--- config.mk ---
export PLATFORM = sky130hd
export DESIGN_NAME = imm_extend_pipe
export DESIGN_NICKNAME = d
export VERILOG_FILES = /design/src/rtl/imm_extend_pipe_pkg.sv /design/src/rtl/imm_extend_pipe_decode.sv /design/src/rtl/imm_extend_pipe.sv
export SDC_FILE = /design/constraint.sdc
export NUM_CORES = 1
export LEC_CHECK = 0
export ABC_AREA = 1
export CAP_MARGIN = 30
export CORE_ASPECT_RATIO = 1.25
export CORE_MARGIN = 5
export CORE_UTILIZATION = 45
export CTS_CLUSTER_DIAMETER = 30
export DETAILED_ROUTE_END_ITERATION = 16
export PLACE_DENSITY = 0.8
export SLEW_MARGIN = 25
export SYNTH_ARGS = -nofsm -noshare
export SYNTH_HDL_FRONTEND = slang
export SYNTH_SLANG_ARGS = --single-unit
export TNS_END_PERCENT = 5
--- constraint.sdc ---
create_clock -name clk -period 3.6 [get_ports clk]
set_clock_uncertainty 0.1 [all_clocks]
set_input_delay 0.54 -clock clk [delete_from_list [all_inputs] [get_ports clk]]
set_output_delay 0.54 -clock clk [all_outputs]
set_load 0.02 [all_outputs]
--- src/rtl/imm_extend_pipe_pkg.sv ---
// imm_pkg: shared definitions for the immediate generator.
//   - immsrc format codes (IMM_*)
//   - imm_beat_t: one pipeline beat {immext, tag, illegal}, sized for the
//     widest supported datapath/tag so the same type serves every
//     parameterisation. Narrower users zero-pad on write and slice on read.
package imm_pkg;

  localparam logic [2:0] IMM_I     = 3'b000;
  localparam logic [2:0] IMM_S     = 3'b001;
  localparam logic [2:0] IMM_B     = 3'b010;
  localparam logic [2:0] IMM_J     = 3'b011;
  localparam logic [2:0] IMM_U     = 3'b100;
  localparam logic [2:0] IMM_SHAMT = 3'b101;
  localparam logic [2:0] IMM_ZIMM  = 3'b110;
  localparam logic [2:0] IMM_ILL   = 3'b111;

  localparam int IMM_MAX_W = 64;
  localparam int TAG_MAX_W = 16;

  typedef struct packed {
    logic [IMM_MAX_W-1:0] immext;
    logic [TAG_MAX_W-1:0] tag;
    logic                 illegal;
  } imm_beat_t;

endpackage

--- src/rtl/imm_extend_pipe_decode.sv ---
// imm_decode: combinational immediate extender.
// Ports:
//   instr_i   [31:7]     instruction bits above the opcode
//   immsrc_i  [2:0]      format select (imm_pkg::IMM_*)
//   immext_o  [XLEN-1:0] extended immediate (0 for the illegal code)
//   illegal_o            immsrc_i selected the illegal code
module imm_decode
  import imm_pkg::*;
#(
  parameter int XLEN = 32
) (
  input  logic [31:7]     instr_i,
  input  logic [2:0]      immsrc_i,
  output logic [XLEN-1:0] immext_o,
  output logic            illegal_o
);

  if (XLEN != 32 && XLEN != 64) begin : g_bad_xlen
    $fatal(1, "imm_decode: XLEN must be 32 or 64");
  end

  // Signed size casts sign-extend from the top bit of each assembled field,
  // which is always instr[31]; unsigned casts zero-extend.
  always_comb begin
    immext_o  = '0;
    illegal_o = 1'b0;
    case (immsrc_i)
      IMM_I:     immext_o = XLEN'($signed(instr_i[31:20]));
      IMM_S:     immext_o = XLEN'($signed({instr_i[31:25], instr_i[11:7]}));
      IMM_B:     immext_o = XLEN'($signed({instr_i[31], instr_i[7], instr_i[30:25],
                                           instr_i[11:8], 1'b0}));
      IMM_J:     immext_o = XLEN'($signed({instr_i[31], instr_i[19:12], instr_i[20],
                                           instr_i[30:21], 1'b0}));
      IMM_U:     immext_o = XLEN'($signed({instr_i[31:12], 12'b0}));
      IMM_SHAMT: immext_o = (XLEN == 64) ? XLEN'(instr_i[25:20]) : XLEN'(instr_i[24:20]);
      IMM_ZIMM:  immext_o = XLEN'(instr_i[19:15]);
      default:   illegal_o = 1'b1;
    endcase
  end

endmodule

--- src/rtl/imm_extend_pipe.sv ---
// imm_extend_pipe: registered, valid/ready immediate generator for decode.
// One output register plus one skid entry give full throughput under
// backpressure with a registered in_ready.
// Ports:
//   clk, rst_n                 clock, async active-low reset
//   in_valid/in_ready          input handshake
//   instr[31:7], immsrc, in_tag input beat
//   out_valid/out_ready        output handshake
//   immext, out_tag, out_illegal output beat
//   err_count                  saturating count of accepted illegal beats
module imm_extend_pipe
  import imm_pkg::*;
#(
  parameter int XLEN     = 32,
  parameter int TAG_W    = 5,
  parameter int ERRCNT_W = 8
) (
  input  logic                clk,
  input  logic                rst_n,
  input  logic                in_valid,
  output logic                in_ready,
  input  logic [31:7]         instr,
  input  logic [2:0]          immsrc,
  input  logic [TAG_W-1:0]    in_tag,
  output logic                out_valid,
  input  logic                out_ready,
  output logic [XLEN-1:0]     immext,
  output logic [TAG_W-1:0]    out_tag,
  output logic                out_illegal,
  output logic [ERRCNT_W-1:0] err_count
);

  if (XLEN != 32 && XLEN != 64) begin : g_bad_xlen
    $fatal(1, "imm_extend_pipe: XLEN must be 32 or 64");
  end
  if (TAG_W < 1 || TAG_W > TAG_MAX_W) begin : g_bad_tag
    $fatal(1, "imm_extend_pipe: TAG_W out of range");
  end

  logic [XLEN-1:0] dec_imm;
  logic            dec_ill;

  imm_decode #(.XLEN(XLEN)) u_decode (
    .instr_i   (instr),
    .immsrc_i  (immsrc),
    .immext_o  (dec_imm),
    .illegal_o (dec_ill)
  );

  imm_beat_t             in_beat;
  imm_beat_t             out_q, out_d;
  imm_beat_t             skid_q, skid_d;
  logic                  out_valid_q, out_valid_d;
  logic                  skid_valid_q, skid_valid_d;
  logic [ERRCNT_W-1:0]   err_q, err_d;
  logic                  accept;

  always_comb begin
    in_beat.immext  = IMM_MAX_W'(dec_imm);
    in_beat.tag     = TAG_MAX_W'(in_tag);
    in_beat.illegal = dec_ill;
  end

  assign in_ready = ~skid_valid_q;
  assign accept   = in_valid & in_ready;

  always_comb begin
    out_d        = out_q;
    out_valid_d  = out_valid_q;
    skid_d       = skid_q;
    skid_valid_d = skid_valid_q;
    err_d        = err_q;

    if (!out_valid_q || out_ready) begin
      // Output slot frees up this cycle. A full skid entry always has
      // priority; in_ready is already low in that case so nothing new
      // can be accepted at the same time.
      if (skid_valid_q) begin
        out_d        = skid_q;
        out_valid_d  = 1'b1;
        skid_valid_d = 1'b0;
      end else if (accept) begin
        out_d       = in_beat;
        out_valid_d = 1'b1;
      end else begin
        out_valid_d = 1'b0;
      end
    end else if (accept) begin
      skid_d       = in_beat;
      skid_valid_d = 1'b1;
    end

    if (accept && dec_ill && (err_q != '1)) begin
      err_d = err_q + ERRCNT_W'(1);
    end
  end

  always_ff @(posedge clk or negedge rst_n) begin
    if (!rst_n) begin
      out_q        <= '0;
      out_valid_q  <= 1'b0;
      skid_q       <= '0;
      skid_valid_q <= 1'b0;
      err_q        <= '0;
    end else begin
      out_q        <= out_d;
      out_valid_q  <= out_valid_d;
      skid_q       <= skid_d;
      skid_valid_q <= skid_valid_d;
      err_q        <= err_d;
    end
  end

  assign out_valid   = out_valid_q;
  assign immext      = out_q.immext[XLEN-1:0];
  assign out_tag     = out_q.tag[TAG_W-1:0];
  assign out_illegal = out_q.illegal;
  assign err_count   = err_q;

endmodule

==> flow_metrics.env <==
export IMPL_final_seq_area_sq_um=2152
export IMPL_synthArstFlopShare_pct=100.0
export IMPL_totalWireLength_um=10430
export IMPL_comb_power_share_pct=26.0
export IMPL_crit_fanout=44
export IMPL_dp_hpwl_um=7051
export IMPL_diodes=0
export IMPL_place_inst=712
export IMPL_p_clk_share_pct=32.6
export IMPL_htreeDepth=3
export IMPL_hold_slack_ns=0.1390
export IMPL_final_nets=638
export IMPL_timing_rr_start="skid_valid_q"
export IMPL_worstPathArrival_ns=2.05
export IMPL_antenna_found_initial=0
export IMPL_p_switching_mw=0.9398
export IMPL_cp_end_kind="output pin"
export IMPL_synthesis_instances=531
export IMPL_grt_max_degree=87
export IMPL_synthesis_area_sq_um=4166
export IMPL_grt_ovfl_total=0
export IMPL_cts_root_buf="clkbuf_16"
export IMPL_setup_slack_ns=0.9082
export IMPL_period_needed_ns=2.692
export IMPL_core_sq_um=9076
export IMPL_synth_edf_count=0
export IMPL_maxCapViolations=0
export IMPL_clock_path_buffers=2
export IMPL_timing_critical_path_from="skid_valid_q"
export IMPL_p_total_mw=3.071
export IMPL_internal_power_mw=2.131
export IMPL_synth_top_cell_by_area="dfrtp_1"
export IMPL_grt_pass1_wl_um=17290
export IMPL_synth_most_common_cell="nand2_1"
export IMPL_port_buffers=84
export IMPL_syn_num_nets=569
export IMPL_pre_cts_slack_ns=0.7482
export IMPL_ioPinCount=85
export IMPL_vias=3788
export IMPL_numCtsBuffers=9
export IMPL_ys_top_cells_by_count="nand2_1, dfrtp_1, nor2_1"
export IMPL_drive_gt1_share_pct=6.446
export IMPL_fillCellCount=838
export IMPL_hold_viol=0
export IMPL_place_area_sq_um=5026
export IMPL_track_usage_pct=19.30
export IMPL_maxClockFrequency_mhz=371.5
export IMPL_rr_worst_depth=9
export IMPL_multi_input_area_sq_um=1715
export IMPL_ctsResizeCount=0
export IMPL_setup_tns_ns=0
export IMPL_period_share_pct=74.77
export IMPL_place_congestion=0.8673
export IMPL_leakage_nw=2.543
export IMPL_p_per_area_nw_per_um2=573.9
export IMPL_dieArea_sq_um=11300
export IMPL_setup_violations=0
export IMPL_synthTopCellsByArea="dfrtp_1, nand2_1, o21ai_0, nor2_1, nand3_1"
export IMPL_path_clk_slew_ns=0.06
export IMPL_rrSetupSlack_ns=1.17
export IMPL_pwr_share_seq_pct=41.4
export IMPL_worst_setup_path_start_kind="flop"
export IMPL_clkLatencyLatePin_ns=0.34
export IMPL_drt_iter0_markers=260
export IMPL_start_util_pct=45.91
export IMPL_synth_flop_cell="dfrtp_1"
export IMPL_ir_drop_uv=296.1
export IMPL_critical_path_class="flop to output pin"
export IMPL_synthToLayoutAreaGrowth_pct=28.44
export IMPL_grt_pass1_vias=3626
export IMPL_chipHeight_um=117.6
export IMPL_core_rowCount=39
export IMPL_tightest_slew_ns=0.7731
export IMPL_final_area_sq_um=5351
export IMPL_wl_per_cell_um=14.33
export IMPL_yosysWarnings=0
export IMPL_die_x_um=96.07
export IMPL_worstReg2RegEnd="immext[11]"
export IMPL_drv_slew=0
export IMPL_slew_headroom_pct=48.46
export IMPL_fin_cells=728
export IMPL_rsz0062_at_grt="no"
export IMPL_synth_seq_cells=86
export IMPL_p_sw_share_pct=30.60
export IMPL_post_cts_buffers=0
export IMPL_hold_path_class="input pin to async pin"
export IMPL_cts_sinks=86
export IMPL_status="completed"
export IMPL_holdBufCountCts=0
export IMPL_viasPerCell=5.203
export IMPL_drc=0
export IMPL_yosysTopAreaCellShare_pct=51.65
export IMPL_fin_util_pct=58.96
export IMPL_crit_end="in_ready"
export IMPL_syn_area_per_cell_sq_um=7.847
export IMPL_ys_seq_area_share_pct=51.65
export IMPL_worstPathRequired_ns=2.96
export IMPL_cts_tree="yes"
export IMPL_yosysUniqueCellTypes=26
export IMPL_firstDrtPassIters=7
export IMPL_antenna_left=0
## power by group through the flow
stage	Clock, mW	Combinational (mW)	Sequential [mW]
after CTS	1.02	0.809	1.27
after detailed placement	0	0.802	1.28
after global placement	0	0.784	1.28
after floorplan	0	0.328	1.39
final	1.00	0.799	1.27
after global routing	1.05	0.881	1.29
## final cells by class
class / count / share of cell area [%]
Clock buffer: 11 / 4.536
Clock inverter: 5 / 1.543
Multi-Input combinational cell: 380 / 32.06
Sequential cell: 86 / 40.22
Timing Repair Buffer: 87 / 16.16
Inverter: 36 / 2.619
Tap cell: 123 / 2.876
## routing by layer
metal	part of all wire, %	vias up	GRT usage (%)
li1	-	1840	-
met2	48	152	29.33
met3	7.0	23	3.772
met5	0	-	0
met1	42	1773	26.64
met4	2.5	0	8.007
## cells in the final DEF (no fill, tap or decap), types with 2 or more instances in the layout
cell type and n:
nand2_1 186, nand3_1 29, nand2_2 6, clkbuf_16 9, nor2_4 2, nor2_2 2
nand4_1 5, inv_2 7, clkinv_4 2, xor2_1 3, o21ai_1 23, xnor2_1 4
o21ai_0 38, inv_4 2, o211ai_1 2, dfrtp_1 86, nor2_1 41, a21oi_1 25
bufinv_16 2, clkdlybuf4s50_1 83, buf_4 3, inv_1 27, a31oi_1 10
## critical path, stage by stage, from the launching register on
cell	delay [ns]
dfrtp_1	0.36
buf_4	0.26
inv_4	0.40
clkdlybuf4s50_1	0.69
## worst min path at each step
stage | from | endpoint | cells after the start
2_1_floorplan | rst_n | err_count[0] | 0
3_3_place_gp | skid_q[2] | skid_q[2] | 2
3_5_place_dp | skid_q[3] | skid_q[3] | 2
4_1_cts | rst_n | out_tag[0] | 1
5_1_grt | rst_n | out_tag[4] | 1
6_report | rst_n | out_tag[0] | 1
## cell families (layout without fill, tap and decap cells)
group,count (synthesis),after routing,synth area share [%]
AOI/OAI and AO/OA,98,98,12.19
xor gates and xnor gates,7,7,1.472
adders and majority gates,1,1,0.3003
buffers and inverters,65,139,7.177
DFF,86,86,51.65
and+or+nand+nor,274,274,27.21
## flip-flops by register name, indices dropped and copies added, names as in the netlist
| signal | count |
|---|---|
| immext | 32 |
| err_count | 8 |
| out_tag | 5 |
| out_illegal | 1 |
| out_valid | 1 |
| skid_q | 38 |
| skid_valid_q | 1 |
(Power assumes the default switching activity.)
